==> config.mk <==
export PLATFORM = sky130hd
export DESIGN_NAME = seq_gen
export DESIGN_NICKNAME = d
export VERILOG_FILES = /design/src/rtl/seq_gen_pkg.sv /design/src/rtl/seq_reg.sv /design/src/rtl/seq_gen.sv
export SDC_FILE = /design/constraint.sdc
export NUM_CORES = 1
export LEC_CHECK = 0
export CORE_ASPECT_RATIO = 1.1
export CORE_MARGIN = 10
export CORE_UTILIZATION = 35
export CTS_CLUSTER_DIAMETER = 150
export DETAILED_ROUTE_END_ITERATION = 6
export GPL_TIMING_DRIVEN = 0
export PLACE_DENSITY = 0.64
export SLEW_MARGIN = 10
export SYNTH_ARGS = -nofsm -noshare
export SYNTH_HDL_FRONTEND = slang
export SYNTH_SLANG_ARGS = --single-unit
==> constraint.sdc <==
create_clock -name clk -period 5.61 [get_ports clk]
set_clock_uncertainty 0.15 [all_clocks]
set_input_delay 0.8415 -clock clk [delete_from_list [all_inputs] [get_ports clk]]
set_output_delay 0.8415 -clock clk [all_outputs]
set_load 0.005 [all_outputs]
==> src/rtl/seq_gen_pkg.sv <==
// Shared types and helpers for the seq_gen sequence generator: mode encoding,
// origin values, maximal-length LFSR taps and Gray-code conversions.
package seq_gen_pkg;

    localparam int MAX_WIDTH = 16;

    typedef logic [MAX_WIDTH-1:0] word_t;

    typedef enum logic [2:0] {
        MODE_BIN_UP   = 3'd0,
        MODE_BIN_DOWN = 3'd1,
        MODE_GRAY     = 3'd2,
        MODE_JOHNSON  = 3'd3,
        MODE_LFSR     = 3'd4
    } seq_mode_t;

    function automatic word_t width_mask(input int w);
        return word_t'((32'd1 << w) - 32'd1);
    endfunction

    function automatic word_t origin_val(input seq_mode_t m, input int w);
        word_t o;
        case (m)
            MODE_BIN_DOWN: o = width_mask(w);
            MODE_LFSR:     o = word_t'(1);
            default:       o = '0;
        endcase
        return o;
    endfunction

    // Feedback mask: bit i set means q[i] is XORed into the new LSB.
    function automatic word_t lfsr_taps(input int w);
        word_t t;
        case (w)
            2:       t = 16'h0003;
            3:       t = 16'h0006;
            4:       t = 16'h000C;
            5:       t = 16'h0014;
            6:       t = 16'h0030;
            7:       t = 16'h0060;
            8:       t = 16'h00B8;
            9:       t = 16'h0110;
            10:      t = 16'h0240;
            11:      t = 16'h0500;
            12:      t = 16'h0829;
            13:      t = 16'h100D;
            14:      t = 16'h2015;
            15:      t = 16'h6000;
            16:      t = 16'hD008;
            default: t = '0;
        endcase
        return t;
    endfunction

    function automatic word_t bin2gray(input word_t b);
        return b ^ (b >> 1);
    endfunction

    function automatic word_t gray2bin(input word_t g);
        word_t b;
        b[MAX_WIDTH-1] = g[MAX_WIDTH-1];
        for (int i = MAX_WIDTH - 2; i >= 0; i--) begin
            b[i] = b[i+1] ^ g[i];
        end
        return b;
    endfunction

endpackage

==> src/rtl/seq_reg.sv <==
// State register for seq_gen: holds {wrap, q} with a synchronous active-high reset.
module seq_reg #(
    parameter int WIDTH = 5
) (
    input  logic             clk,
    input  logic             reset,
    input  logic [WIDTH-1:0] d,
    output logic [WIDTH-1:0] q
);

    always_ff @(posedge clk) begin
        if (reset) begin
            q <= '0;
        end else begin
            q <= d;
        end
    end

endmodule

==> src/rtl/seq_gen.sv <==
// Multi-mode sequence generator (binary up/down, Gray, Johnson, LFSR) with
// load, origin-wrap pulse and a combinational match flag.
module seq_gen #(
    parameter int WIDTH = 4
) (
    input  logic             clk,
    input  logic             reset,
    input  logic             en,
    input  logic             load,
    input  logic [2:0]       mode,
    input  logic [WIDTH-1:0] load_val,
    input  logic [WIDTH-1:0] match_val,
    output logic [WIDTH-1:0] q,
    output logic             wrap,
    output logic             y
);
    import seq_gen_pkg::*;

    if (WIDTH < 2 || WIDTH > MAX_WIDTH) begin : g_width_check
        $error("seq_gen: WIDTH=%0d outside legal range 2..16", WIDTH);
    end

    localparam word_t MASK   = width_mask(WIDTH);
    localparam word_t TAPS_W = lfsr_taps(WIDTH);
    localparam word_t ONE    = word_t'(1);

    // Returns {wrap, next q} for one en step of the given mode from cur.
    function automatic logic [WIDTH:0] next_step(input logic [2:0] m,
                                                 input logic [WIDTH-1:0] cur);
        word_t wide;
        word_t nxt;
        word_t org;
        logic  escape;
        logic  legal;
        wide   = word_t'(cur);
        nxt    = wide;
        escape = 1'b0;
        legal  = 1'b1;
        case (m)
            MODE_BIN_UP:   nxt = wide + ONE;
            MODE_BIN_DOWN: nxt = wide - ONE;
            MODE_GRAY:     nxt = bin2gray((gray2bin(wide) + ONE) & MASK);
            MODE_JOHNSON:  nxt = word_t'({cur[WIDTH-2:0], ~cur[WIDTH-1]});
            MODE_LFSR: begin
                // All-zero is the LFSR lock-up state; kick it to the origin silently.
                if (cur == '0) begin
                    nxt    = ONE;
                    escape = 1'b1;
                end else begin
                    nxt = word_t'({cur[WIDTH-2:0], ^(cur & TAPS_W[WIDTH-1:0])});
                end
            end
            default:       legal = 1'b0;
        endcase
        nxt = nxt & MASK;
        org = origin_val(seq_mode_t'(m), WIDTH);
        return {legal && !escape && (nxt == org), nxt[WIDTH-1:0]};
    endfunction

    logic [WIDTH:0] state;
    logic [WIDTH:0] step;
    logic [WIDTH:0] d;

    always_comb begin
        step = next_step(mode, state[WIDTH-1:0]);
        if (load) begin
            d = {1'b0, load_val};
        end else if (en) begin
            d = step;
        end else begin
            d = {1'b0, state[WIDTH-1:0]};
        end
    end

    seq_reg #(
        .WIDTH(WIDTH + 1)
    ) u_seq_reg (
        .clk   (clk),
        .reset (reset),
        .d     (d),
        .q     (state)
    );

    assign q    = state[WIDTH-1:0];
    assign wrap = state[WIDTH];
    assign y    = (q == match_val);

endmodule

==> results of run 1 <==
area by class of cell:
class / count / share of cell area, %
clock buffers: 4 / 2.39
multi-input cells: 94 / 62.4
plain buffers: 8 / 5.00
repair buffers: 17 / 15.5
inverters: 6 / 2.27
flip-flops and latches: 5 / 9.09
well taps: 30 / 3.41
layout by cell type (no fill, tap or decap), types with 2 or more instances in the layout:
| cell | Yosys | final |
|---|---|---|
| buf_4 | 2 | 2 |
| clkbuf_1 | 2 | 3 |
| nand2b_1 | 4 | 4 |
| clkbuf_4 | 0 | 3 |
| o21ai_0 | 7 | 7 |
| xor2_1 | 5 | 5 |
| nor2b_1 | 3 | 3 |
| inv_2 | 2 | 2 |
| nor2_1 | 9 | 9 |
| xnor2_1 | 3 | 3 |
| nor3_1 | 6 | 6 |
| inv_1 | 3 | 3 |
| buf_2 | 2 | 2 |
| a21oi_1 | 9 | 9 |
| dfxtp_1 | 5 | 5 |
| mux2i_1 | 3 | 3 |
| clkdlybuf4s50_1 | 0 | 17 |
| nor3b_1 | 2 | 2 |
| nand2_1 | 5 | 5 |
| ha_1 | 4 | 4 |
| o21ai_1 | 3 | 3 |
| buf_6 | 2 | 2 |
layer usage:
layer | vias up | routed length, microns
met5 | - | 0
met4 | 0 | 0
met3 | 0 | 189
met2 | 40 | 1140
met1 | 416 | 994
li1 | 462 | -
where the power goes:
part,switching (uW),total [uW],internal (uW),leakage [uW]
clock,13.8,40.7,26.8,0.0000150
combinational,48.9,95.8,46.9,0.000388
sequential,4.58,42.7,38.1,0.0000412
total,67.3,179,112,0.000444
worst reg2reg max path: stages (launching register included):
cell and delay (ns):
dfxtp_1 0.31, buf_2 0.24, inv_1 0.13, ha_1 0.37, ha_1 0.38, and2b_1 0.22, xnor2_2 0.14, o211a_1 0.22
a211oi_2 0.33, a211o_1 0.17, a21oi_1 0.05
logic make-up (layout without fill, tap and decap cells):
kind of cell | Yosys count | count (layout) | synth area share, %
flops | 5 | 5 | 11.5
compound gates | 38 | 38 | 32.8
fa+ha+maj | 5 | 5 | 8.08
buf+inv | 14 | 35 | 9.24
xor+xnor | 9 | 9 | 9.96
mux | 4 | 4 | 4.76
simple gates | 38 | 38 | 23.7
final timing paths:
path / to / slack, ns / cells after the start
max: u_seq_reg.q[2]$_SDFFE_PP0P_ / 2.00 / 10
min reg2reg: u_seq_reg.q[2]$_SDFFE_PP0P_ / 0.57 / 3
min: u_seq_reg.q[2]$_SDFFE_PP0P_ / 0.57 / 3
max reg2reg: u_seq_reg.q[2]$_SDFFE_PP0P_ / 2.77 / 10
metrics by stage:
step,setup WS (ns),cells
6_report,2.00,164
5_1_grt,1.74,164
4_1_cts,2.01,164
3_5_place_dp,1.75,160
3_3_place_gp,1.78,160
2_1_floorplan,2.50,113
==> run metrics, run 1 <==
status=finished clean; CTS Buf Count=3; gr busiest metal=met2; post-synth cell types=52; crit path kind=input port to flip-flop; die height=72.2 microns; Total Neg Setup Slack=0 ns; CTS clock-pin slew for the worst setup and hold paths=0.04 ns; cell family with most CP delay=compound AO/OA/AOI/OAI gates; hold_buf cts=0; Pre-Repair DR Iteration Count=4; max_cap viols=0; worst slew pin tran=0.599 ns; CP peak stage delay=0.59 ns; share of layout cells above drive strength 1=17.2%; Commonest cells post-synth=a21oi_1, nor2_1, o21ai_0; Reg area=100 sq um; Syn Std Cell Area=867 sq um; RSZ-0062 raised after global routing=false; DRC=0; Final ANT Viol Nets=0; Final Hold Slack=0.571 ns; Antenna Cells=0; Layout fillers=246; DR vias=918; multi-input gate area in the final layout=687 sq um; CP cell instances=clkdlybuf4s50_1, buf_6, inv_4, nor3_1, ha_1, xor2_1, a221o_1, a211oi_2, a211o_1, a21oi_1; Post-Syn Area per Cell=7.67 sq um; die width=67.5 microns; Leak=0.000444 uW; GRT Residual Overflow=0; vias in the first global route=898; biggest regs=u_seq_reg.q (5); Layout Nets=155; cell count after synthesis=113; WP data arrival=3.58 ns; Setup crit start=mode[0]; total global-route track usage=9.74%; Post-DP HPWL=1.89 mm; CTS tree=built; design area=0.00110 sq mm; DRT iter0 DRCs=29; Critical path buffers and inverters=3; Port Buf Inserts=17; CP Max Fanout=10; Slowest cell on crit path=clkdlybuf4s50_1; Hold Vio Cnt, Final=0; I/O pins=21; Hold Path Origin=u_seq_reg.q[2]$_SDFFE_PP0P_; final period utilization=64.4%; area leader, netlist=dfxtp_1; Async S/R FF share, synth=0%; Area contributors post-synth=dfxtp_1, ha_1, a21oi_1; Peak Freq=0.277 GHz; Slew Limit Fails=0; R2R Path Start=u_seq_reg.q[3]$_SDFFE_PP0P_; Main synth FF type=dfxtp_1; Slew headroom=59.7%; number of synthesized flops with an enable pin=0; post-CTS resize count=0; core area=0.00230 sq mm; CTS Buffer Depth=2; worst-skew pair later-pin latency=0.24 ns; startpoint types=input port; Post-Route WL=2.33 mm; Reg with most FFs=u_seq_reg.q; Min Clock Period, post-route=3.61 ns; Yosys reg bits=5; PwrDens=163 mW/mm^2; FP Rows=18; synthesis-to-layout area growth=27.0%; M2 GR Usage=16.7%; Syn. warnings=0; via-per-instance ratio=5.60; H-tree levels=1; Seq/Total Area, Yosys=11.5%; first-pass GRT wire length=3.93 mm; clk sink count=5; CP Data Required Time=5.58 ns; syn nets=133; max FFs per register=5; starting density of the core=37.7%; clock root cell=clkbuf_4; Final Wtd Congestion=0.901; endpoints failing setup=0; critical path capture point type=flip-flop; Min-Delay Path Class=flip-flop to flip-flop; Die ar.=0.00487 sq mm; Final Core Density=47.9%; largest net degree at the start of global routing=11; GRT met1 Usage=12.0%; initial antenna violation count=0; dpl cell area=0.00107 sq mm; Total Power=179 uW; Post-CTS Setup Inserts=0; grt met3 use=2.15%; Max IR drop VDD=116 uV; WL/cell=14.2 microns; Yosys top cell area share=11.5%
No activity file was read; power rests on OpenSTA's default activity.
==> inputs of run 2 (changes only) <==
- PLACE_DENSITY: 0.64 -> 0.66
- clock period: 5.61 -> 3.04 ns (I/O delays scaled with it)
==> run 2 against run 1 <==
Effect of this change: worst hold slack worse by 0.072 ns; sequential cell count unchanged; cell count unchanged.
==> run metrics, run 2 (same netlist as run 1, synthesis figures left out) <==
FP Rows=18 (unchanged); Antenna Cells=0 (unchanged); crit path kind=flip-flop to flip-flop; DRT iter0 DRCs=13 (-55%); clock root cell=clkbuf_4; critical path capture point type=flip-flop; initial antenna violation count=0 (unchanged); startpoint types=flip-flop; Pre-Repair DR Iteration Count=4 (unchanged); dpl cell area=0.00107 sq mm (unchanged); Placed Cells=160 (unchanged); Min-Delay Path Class=input port to flip-flop; largest net degree at the start of global routing=11 (unchanged); Leak=0.000457 uW (+2.8%); RSZ-0062 raised after global routing=false; worst-skew pair later-pin latency=0.25 ns (about the same); core area=0.00230 sq mm (unchanged); worst slew pin tran=0.464 ns (-0.135 ns); leading cell types in the layout, fill and taps excluded=clkdlybuf4s50_1, a21oi_1, nor2_1, o21ai_0; H-tree levels=1 (unchanged); endpoints failing setup=0 (unchanged); Die ar.=0.00487 sq mm (unchanged); CP Data Required Time=3.02 ns (-2.56 ns); CTS Buf Count=3 (unchanged); Reg with most FFs=u_seq_reg.q; first-pass GRT wire length=4.29 mm (+9.1%); Peak Freq=0.347 GHz; Min Clock Period, post-route=2.88 ns; WL/cell=15.0 microns (+5.8%); Layout Nets=155 (unchanged); total global-route track usage=10.9% (+1.2 points); starting density of the core=37.7% (unchanged); DR vias=915 (-0.33%); Hold Vio Cnt, Final=0 (unchanged); Post-Route WL=2.46 mm (+5.8%); I/O pins=21 (unchanged); final period utilization=94.8%; PwrDens=305 mW/mm^2 (+88%); GRT Residual Overflow=0 (unchanged); clk sink count=5 (unchanged); max_cap viols=0 (unchanged); vias in the first global route=947 (+5.5%); Final Wtd Congestion=0.886 (-1.6%); Port Buf Inserts=17 (unchanged); DRC=0 (unchanged); Max IR drop VDD=260 uV (+120%); hold_buf cts=0 (unchanged); die height=72.2 microns (unchanged); biggest regs=u_seq_reg.q (5); share of layout cells above drive strength 1=17.9% (+0.75 points); status=finished clean; via-per-instance ratio=5.58 (-0.33%); Layout Cells excl Fill=164 (unchanged); CTS clock-pin slew for the worst setup and hold paths=0.04 ns (about the same); CP Max Fanout=6 (-4); die width=67.5 microns (unchanged); Slew headroom=69.0% (+9.3 points); most common cell after layout, fill and taps aside=clkdlybuf4s50_1; CTS Buffer Depth=2 (unchanged); CTS tree=built; max FFs per register=5 (unchanged); Slew Limit Fails=0 (unchanged); synthesis-to-layout area growth=28.6%; Final ANT Viol Nets=0 (unchanged); design area=0.00111 sq mm (+1.2%); Post-DP HPWL=1.90 mm (+0.37%); WP data arrival=2.86 ns (-0.72 ns)
[run 2: changes by cell type in the layout (fill, tap and decap cells not counted), sizes merged]
cell,before,now
dlymetal6s2s,0,1
clkdlybuf4s50,17,16
[run 2: worst max-delay path, cell delays in order (launching register included)]
cell and delay (ns):
dfxtp_1 0.51, inv_1 0.15, ha_1 0.41, ha_1 0.39, and2b_1 0.23, xnor2_2 0.14, o211a_1 0.22, a211oi_2 0.34
a211o_1 0.18, a21oi_1 0.05
[run 2: report_power, final]
part	leakage [uW]	switching, uW	total [uW]	internal, uW
Clock	0.0000150	32.1	82.0	49.9
Sequential	0.0000412	8.93	79.2	70.3
Combinational	0.000400	92.4	179	86.7
[run 2: cell type report]
type | count | area, sq um
well taps | 30 | 37.5
plain buffers | 8 | 55.1
flip-flops and latches | 5 | 100
multi-input cells | 94 | 698
repair buffers | 17 | 173
fillers | 253 | 1180
inverters | 6 | 25.0
clock buffers | 4 | 26.3
[run 2: path summary, 6_finish.rpt]
path	slack [ns]	endpoint	cells after the start	from
min	0.50	u_seq_reg.q[2]$_SDFFE_PP0P_	3	load
max reg2reg	0.16	u_seq_reg.q[2]$_SDFFE_PP0P_	9	u_seq_reg.q[2]$_SDFFE_PP0P_
min reg2reg	0.61	u_seq_reg.q[2]$_SDFFE_PP0P_	3	u_seq_reg.q[2]$_SDFFE_PP0P_
max	0.16	u_seq_reg.q[2]$_SDFFE_PP0P_	9	u_seq_reg.q[2]$_SDFFE_PP0P_
[run 2: per-layer routing]
layer / part of all wire [%] / GRT usage (%) / vias up
met5: 0 / 0 / -
met3: 3.2 / 2.30 / 9
li1: - / - / 459
met1: 43 / 12.0 / 429
met4: 3.5 / 5.25 / 0
met2: 51 / 19.2 / 18
[run 2: what timing repair did]
| action | 4_1_cts | 5_1_grt |
|---|---|---|
| buffers inserted | 0 | 0 |
| endpoints found under the setup margin | 4 | 4 |
| resized for setup | 1 | 2 |
| pin swaps | 0 | 0 |
[run 2: per-stage QoR]
step | worst slack [ns] | hold WS [ns] | utilization [%] | setup TNS (ns) | power, uW
finish | 0.159 | 0.498 | 48.5 | 0 | 340
global route | 0.00845 | 0.567 | 48.5 | 0 | 368
CTS | 0.000659 | 0.501 | 48.1 | 0 | 344
detailed placement | -0.484 | 0.572 | 46.8 | -1.81 | 257
global placement | -0.414 | 0.566 | 46.8 | -1.55 | 252
floorplan | 0.319 | 0.375 | - | 0 | 202
